`src/rtl/spram_dma.sv`:
```
// spram_dma: block-move engine that masters a single-port RAM with a
// registered read port. Copies src->dst one word at a time (read, then write)
// or fills a destination range with a latched pattern. Addresses wrap modulo
// the RAM size; the word count is one bit wider so a full-RAM move is legal.
module spram_dma #(
  parameter int ADDR_W = 10,
  parameter int DATA_W = 8
) (
  input  logic              clock,
  input  logic              reset,
  input  logic              start,
  input  logic              mode,
  input  logic [ADDR_W-1:0] src_addr,
  input  logic [ADDR_W-1:0] dst_addr,
  input  logic [ADDR_W:0]   length,
  input  logic [DATA_W-1:0] fill_data,
  output logic              busy,
  output logic              done,
  output logic              mem_cs,
  output logic [ADDR_W-1:0] mem_addr,
  output logic              mem_wren,
  output logic [DATA_W-1:0] mem_data,
  input  logic [DATA_W-1:0] mem_q
);

  typedef enum logic [2:0] {
    IDLE = 3'd0,
    RD   = 3'd1,
    WR   = 3'd2,
    FILL = 3'd3,
    FIN  = 3'd4
  } state_e;

  localparam logic [ADDR_W:0]   CNT_ONE  = {{ADDR_W{1'b0}}, 1'b1};
  localparam logic [ADDR_W-1:0] ADDR_ONE = {{(ADDR_W-1){1'b0}}, 1'b1};

  state_e              state_q;
  logic                mode_q;
  logic [ADDR_W-1:0]   src_q;
  logic [ADDR_W-1:0]   dst_q;
  logic [ADDR_W:0]     cnt_q;
  logic [DATA_W-1:0]   fill_q;
  logic                busy_q;
  logic                done_q;
  logic                cs_q;
  logic                wren_q;
  logic [ADDR_W-1:0]   addr_q;

  // Command sequencer: state, pointers and all RAM-side controls are
  // registered together, so each output reflects the state being entered.
  // NOTE: sequential state uses non-blocking assignments so every flop
  // samples pre-edge values regardless of statement order in this block.
  always_ff @(posedge clock) begin
    if (reset) begin
      state_q <= IDLE;
      mode_q  <= 1'b0;
      src_q   <= '0;
      dst_q   <= '0;
      cnt_q   <= '0;
      fill_q  <= '0;
      busy_q  <= 1'b0;
      done_q  <= 1'b0;
      cs_q    <= 1'b0;
      wren_q  <= 1'b0;
      addr_q  <= '0;
    end else begin
      done_q <= 1'b0;
      case (state_q)
        IDLE: begin
          if (start) begin
            mode_q <= mode;
            src_q  <= src_addr;
            dst_q  <= dst_addr;
            cnt_q  <= length;
            fill_q <= fill_data;
            if (length == '0) begin
              state_q <= FIN;
              done_q  <= 1'b1;
            end else if (!mode) begin
              state_q <= RD;
              busy_q  <= 1'b1;
              cs_q    <= 1'b1;
              wren_q  <= 1'b0;
              addr_q  <= src_addr;
            end else begin
              state_q <= FILL;
              busy_q  <= 1'b1;
              cs_q    <= 1'b1;
              wren_q  <= 1'b1;
              addr_q  <= dst_addr;
            end
          end
        end

        RD: begin
          // The word addressed now appears on mem_q during WR.
          state_q <= WR;
          wren_q  <= 1'b1;
          addr_q  <= dst_q;
        end

        WR: begin
          src_q <= src_q + ADDR_ONE;
          dst_q <= dst_q + ADDR_ONE;
          cnt_q <= cnt_q - CNT_ONE;
          if (cnt_q == CNT_ONE) begin
            state_q <= FIN;
            busy_q  <= 1'b0;
            done_q  <= 1'b1;
            cs_q    <= 1'b0;
            wren_q  <= 1'b0;
          end else begin
            state_q <= RD;
            wren_q  <= 1'b0;
            addr_q  <= src_q + ADDR_ONE;
          end
        end

        FILL: begin
          dst_q <= dst_q + ADDR_ONE;
          cnt_q <= cnt_q - CNT_ONE;
          if (cnt_q == CNT_ONE) begin
            state_q <= FIN;
            busy_q  <= 1'b0;
            done_q  <= 1'b1;
            cs_q    <= 1'b0;
            wren_q  <= 1'b0;
          end else begin
            addr_q <= dst_q + ADDR_ONE;
          end
        end

        FIN: begin
          state_q <= IDLE;
        end

        default: begin
          state_q <= IDLE;
          busy_q  <= 1'b0;
          cs_q    <= 1'b0;
          wren_q  <= 1'b0;
        end
      endcase
    end
  end

  // Write data: RAM read data for copies, latched pattern for fills.
  always_comb begin
    mem_data = mode_q ? fill_q : mem_q;
  end

  assign busy     = busy_q;
  assign done     = done_q;
  assign mem_cs   = cs_q;
  assign mem_wren = wren_q;
  assign mem_addr = addr_q;

endmodule

```
`config.mk`:
```
export PLATFORM = sky130hd
export DESIGN_NAME = spram_dma
export DESIGN_NICKNAME = d
export VERILOG_FILES = /design/src/rtl/spram_dma.sv
export SDC_FILE = /design/constraint.sdc
export NUM_CORES = 1
export LEC_CHECK = 0
export CAP_MARGIN = 20
export CORE_MARGIN = 10
export CORE_UTILIZATION = 31
export CTS_CLUSTER_DIAMETER = 30
export DETAILED_ROUTE_END_ITERATION = 12
export PLACE_DENSITY = 0.5
export SYNTH_ARGS = -nofsm -noshare
export SYNTH_HDL_FRONTEND = slang
export SYNTH_SLANG_ARGS = --single-unit
```
`constraint.sdc`:
```
create_clock -name clock -period 3.05 [get_ports clock]
set_clock_uncertainty 0.05 [all_clocks]
set_input_delay 0.61 -clock clock [delete_from_list [all_inputs] [get_ports clock]]
set_output_delay 0.61 -clock clock [all_outputs]
set_load 0.005 [all_outputs]
```
### After elaboration in Yosys (flattened, before gate mapping)

Cells that the tools add are included.

| storage, ports and cells | value |
|---|---|
| bits in registers | 56 |
| input bits | 51 |
| output and inout port bits | 22 |
| logic and storage cells | 71 |

| operators by class | value |
|---|---|
| $add $sub $neg | 3 |
| equality and inequality tests | 11 |
| multiplexer cells | 31 |
| bitwise gates (word level) | 2 |
| reduce and logical (&&, ||, !) cells | 14 |

Operators with widths:

| cell | count |
|---|---|
| $mux W10 | 7 |
| $pmux W10 S2 | 2 |
| $pmux W10 S4 | 1 |
| $pmux W11 S2 | 1 |
| $add A10 B1 Y10 const B | 2 |
| $mux W3 | 4 |
| $pmux W3 S4 | 1 |
| $eq A11 B1 Y1 const B | 1 |
| $logic_not A11 Y1 | 1 |
| $mux W11 | 1 |
| $sub A11 B1 Y11 const B | 1 |
| $ne A2 B2 Y1 const B | 5 |
| $mux W1 | 9 |
| $mux W8 | 1 |
| $reduce_and A2 Y1 | 4 |
| $reduce_and A4 Y1 | 2 |
| $eq A3 B2 Y1 const B | 2 |
| $reduce_and A5 Y1 | 1 |
| $pmux W1 S4 | 1 |
| $reduce_bool A2 Y1 | 2 |
| $reduce_bool A4 Y1 | 1 |
| $reduce_or A2 Y1 | 2 |
| $eq A3 B1 Y1 const B | 1 |
| $eq A3 B3 Y1 const B | 1 |
| other kinds (6) | 7 |

### Depth between registers and ports, before layout

| depth | value |
|---|---|
| depth after elaboration | 4 |
| gate-level depth with buffers | 9 |
| depth with buffers taken out | 7 |

### Least setup slack after synthesis

Ideal clock, no wire load.

| timing path | value |
|---|---|
| path kind | register -> register |
| start | reg cnt_q[1] |
| end | reg addr_q[8], in the netlist mem_addr[8] |
| library setup time | 96 ps |
| data arrival time | 1,719 ps |
| data required time | 2,904 ps |
| path slack | 1,185 ps |
| cell stages (with the launch flop) | 9 |
| buffers on the path | 2 |
| period minus slack after synthesis | 1,865 ps |
| path through | dfxtp_1 > inv_1 > ha_1 > nor4b_1 > and3_1 > buf_6 > a221o_1 > buf_6 > o41ai_2 |

| on the way | value |
|---|---|
| cells in the longest elaborated chain, start to end | 3 |
| elaborated cells on any way between the ends | 4 |
| those cells by class | eq/ne: 3; reduce/logical: 1 |

Ends and longest elaborated chain:

| item | line | source |
|---|---|---|
| start: declaration | 41 | `logic [ADDR_W:0] cnt_q;` |
| start signal: assignment | 74 | `cnt_q <= length;` |
| start signal: assignment | 105 | `cnt_q <= cnt_q - CNT_ONE;` |
| start signal: assignment | 121 | `cnt_q <= cnt_q - CNT_ONE;` |
| $eq A11 B1 Y1 (*) | 106, 122 |  |
| $ne A2 B2 Y1 (no source line) | n/a |  |
| $reduce_and A5 Y1 (no source line) (*) | n/a |  |
| end signal: assignment | 99 | `addr_q <= dst_q;` |
| end signal: assignment | 115 | `addr_q <= src_q + ADDR_ONE;` |
| end signal: assignment | 129 | `addr_q <= dst_q + ADDR_ONE;` |
| end: declaration | 47 | `logic [ADDR_W-1:0] addr_q;` |

Mark *: on every way between the ends. The rest lies on a longest branch, timed or not.
A chain may end at the register's enable or synchronous reset.

### Final worst setup path

| timing path | value |
|---|---|
| start | in length[3] |
| end | reg addr_q[8], in the netlist mem_addr[8] |

| on the way | value |
|---|---|
| cells in the longest elaborated chain, start to end | 3 |

Ends and longest elaborated chain:

| item | line | source |
|---|---|---|
| start: declaration | 15 | `input logic [ADDR_W:0] length,` |
| $logic_not A11 Y1 | 76 | `if (length == '0) begin` |
| $ne A2 B2 Y1 (no source line) | n/a |  |
| $reduce_and A5 Y1 (no source line) | n/a |  |
| end signal: assignment | 84 | `addr_q <= src_addr;` |
| end signal: assignment | 90 | `addr_q <= dst_addr;` |
| end signal: assignment | 99 |  |

No other way between the ends.

==> impl_metrics.py <==
metrics = {
    "outcome": {
        "status": "finished clean",
    },
    "flow_run": {
        "maxCapViolations": 0,
    },
    "final_layout": {
        "final_cell_mix": "clkdlybuf4s50_1, dfxtp_1, nand2_1, nor2_1, a21oi_1",
        "fin_nets": 566,
        "final_common_cell": "clkdlybuf4s50_1",
        "fin_cells": 652,
        "fin_util": 0.4095,
        "finalInstanceArea_sq_um": 4498,
        "fillerInstances": 1159,
        "final_layout_size_suffix_gt1_frac": 0.09375,
        "antennaDiodeCount": 0,
        "layout-area-overhead-vs-synth_pct": 27.62,
    },
    "clock_network": {
        "clk_pin_slew_ns": 0.08,
        "cts_buffers": 5,
        "cts_htree_levels": 2,
        "ctsResizeCount": 0,
        "cts_hold_buf": 0,
        "clock_sinks": 56,
        "cts_setup_buffers": 0,
        "cts_tree": "built",
        "root_buffer": "clkbuf_16",
        "clk_latency_ns": 0.30,
        "cts_buffer_depth": 2,
    },
    "floorplanning": {
        "die_area_sq_um": 16040,
        "io_pins": 73,
        "fp.dieH_microns": 126.6,
        "die_w_microns": 126.6,
        "core_area_sq_um": 10980,
        "start_util": 0.3209,
        "fp-row-count": 38,
    },
    "sta": {
        "setup_viol_count_final": 0,
        "max_freq_mhz": 411.8,
        "hold_violations": 0,
        "setup_slack_ns": 0.6218,
        "tns_ns": 0,
        "grt_setup_unrepaired": "no",
        "slew_viol_final": 0,
        "holdWs_ns": 0.4096,
        "relSlewSlack": 0.5010,
        "tightest_slew_ns": 0.7474,
        "min_period_ns": 2.428,
        "period_share": 0.7961,
    },
    "drt": {
        "num_vias": 3590,
        "drc": 0,
        "first_pass_iters": 5,
        "wire_per_inst_microns": 18.02,
        "drt-total-wl_microns": 11750,
        "post_drt_via_cell_ratio": 5.506,
        "drt_iter0_drc": 298,
        "drtAntennaViolNets": 0,
    },
    "placement": {
        "dpl_cell_area_sq_um": 4345,
        "port-buffer-count": 72,
        "dpl.cell_count": 644,
        "dp_hpwl_microns": 8668,
        "dp_slack_ns": 0.3609,
        "gp_congestion": 0.8247,
    },
    "global_route": {
        "grt_pass1_wl_microns": 18830,
        "grt_overflow": 0,
        "grt_max_degree": 27,
        "grt_use_total": 0.1415,
        "grt_pass1_vias": 3438,
        "antenna_found_initial": 0,
    },
    "logic_synthesis": {
        "ys.warnings.count": 0,
        "ys_seq_area_frac": 0.3181,
        "synth_area_sq_um": 3525,
        "synth_edf_count": 0,
        "avgSynthCellArea_sq_um": 7.729,
        "yosysUniqueCellTypes": 72,
        "ys_top_cells_by_area": "dfxtp_1, nand2_1, a21oi_1",
        "synth_nets": 511,
        "yosysTopAreaCell": "dfxtp_1",
        "ys_async_sr_fraction": 0,
        "synth_top_cell_area_share": 0.3181,
        "ys_ff_latch": 56,
        "postSynthCellCount": 456,
        "synth_ff_type": "dfxtp_1",
    },
    "setup_path": {
        "worst_path_largest_cell_delay_ns": 0.52,
        "crit_buf_inv": 1,
        "cp-end-kind": "flop",
        "arrival_ns": 2.58,
        "crit_chain": "clkdlybuf4s50_1 > nor4_1 > a31o_2 > a221o_1 > nand3_1 > o41ai_2",
        "required_ns": 3.20,
        "cpLargestDelayFamily": "compound AO/OA/AOI/OAI gates",
        "crit_fanout": 11,
        "critical_path_class": "in -> reg",
        "worst_path_max_delay_cell": "nor4_1",
        "cp-start-kind": "input port",
    },
    "power_and_ir_drop": {
        "p_per_area_nw_per_um2": 501.3,
        "finalPower_mw": 2.255,
        "p_leak_nw": 1.675,
        "vdd_drop_max_uv": 302.8,
    },
    "worst_hold_path": {
        "hold_class": "reg -> reg",
    },
}
==> cell usage after synthesis (all sizes together), types with 3 or more instances <==
master	number
a31o	3
xnor2	4
and3	12
xor2	5
a311oi	3
dfxtp	56
nand3	14
ha	4
a221oi	6
a222oi	6
nor2b	10
nor4	5
o21ai	31
and4	3
nor3b	3
mux2i	8
clkbuf	21
o22ai	7
a22o	4
nor2	48
nand2b	4
o31ai	3
nor3	11
mux2	11
a211oi	11
nand2	56
a21oi	37
a22oi	7
inv	7
buf	17
==> state kept, by name, indices dropped and copies added, names as in the netlist <==
| name | flops |
|---|---|
| done | 1 |
| state_q | 3 |
| dst_q | 10 |
| mode_q | 1 |
| cnt_q | 11 |
| src_q | 10 |
| fill_q | 8 |
| mem_cs | 1 |
| mem_wren | 1 |
| mem_addr | 10 |
==> cells by family after synthesis <==
| family | count (synthesis) | share of synthesized area |
|---|---|---|
| xor gates and xnor gates | 9 | 0.02236 |
| muxes | 19 | 0.05786 |
| AOI/OAI and AO/OA | 144 | 0.2833 |
| adders and majority gates | 4 | 0.01420 |
| buffers and inverters | 46 | 0.05822 |
| DFF | 56 | 0.3181 |
| and+or+nand+nor | 178 | 0.2460 |
==> routing by layer <==
layer  up-vias  routed length [microns]  global-route usage
li1       1797                        -                   -
met1      1702                     5876              0.1964
met2        86                     5245              0.2169
met3         5                      527             0.02915
met4         0                       98             0.03550
met5         -                        0                   0
==> worst register-to-register path, cell delays in order, from the launching register on <==
cell and delay, ns:
dfxtp_1 0.44, ha_1 0.19, nor4b_1 0.21, and3_1 0.44
a221o_1 0.50, nand3_1 0.17, o41ai_2 0.08
==> area by class of cell <==
type	instances	area, sq um	share of cell area
repair buffers	86	820.8	0.1825
multi-input cells	354	2198	0.4887
clock buffers	6	138.9	0.03088
flip-flops and latches	56	1121	0.2492
well taps	140	175.2	0.03894
inverters	8	30.03	0.006676
clock inverters	2	13.76	0.003060
==> where the power goes <==
group          leakage (nW)  switching [mW]  internal, mW  total (mW)
logic                  1.14           0.362         0.348       0.710
clock network        0.0772           0.293         0.330       0.623
registers             0.462           0.105         0.817       0.921
==> path summary, 6_finish.rpt <==
check | from | to | slack (ns) | cells past startpoint
max | length[3] | mem_addr[8]$_SDFFE_PP0P_ | 0.62 | 6
min | fill_q[3]$_SDFFE_PP0P_ | fill_q[3]$_SDFFE_PP0P_ | 0.41 | 2
max reg2reg | cnt_q[0]$_SDFFE_PP0P_ | mem_addr[8]$_SDFFE_PP0P_ | 0.88 | 6
min reg2reg | fill_q[3]$_SDFFE_PP0P_ | fill_q[3]$_SDFFE_PP0P_ | 0.41 | 2
Power figures use the tool's default switching activity.
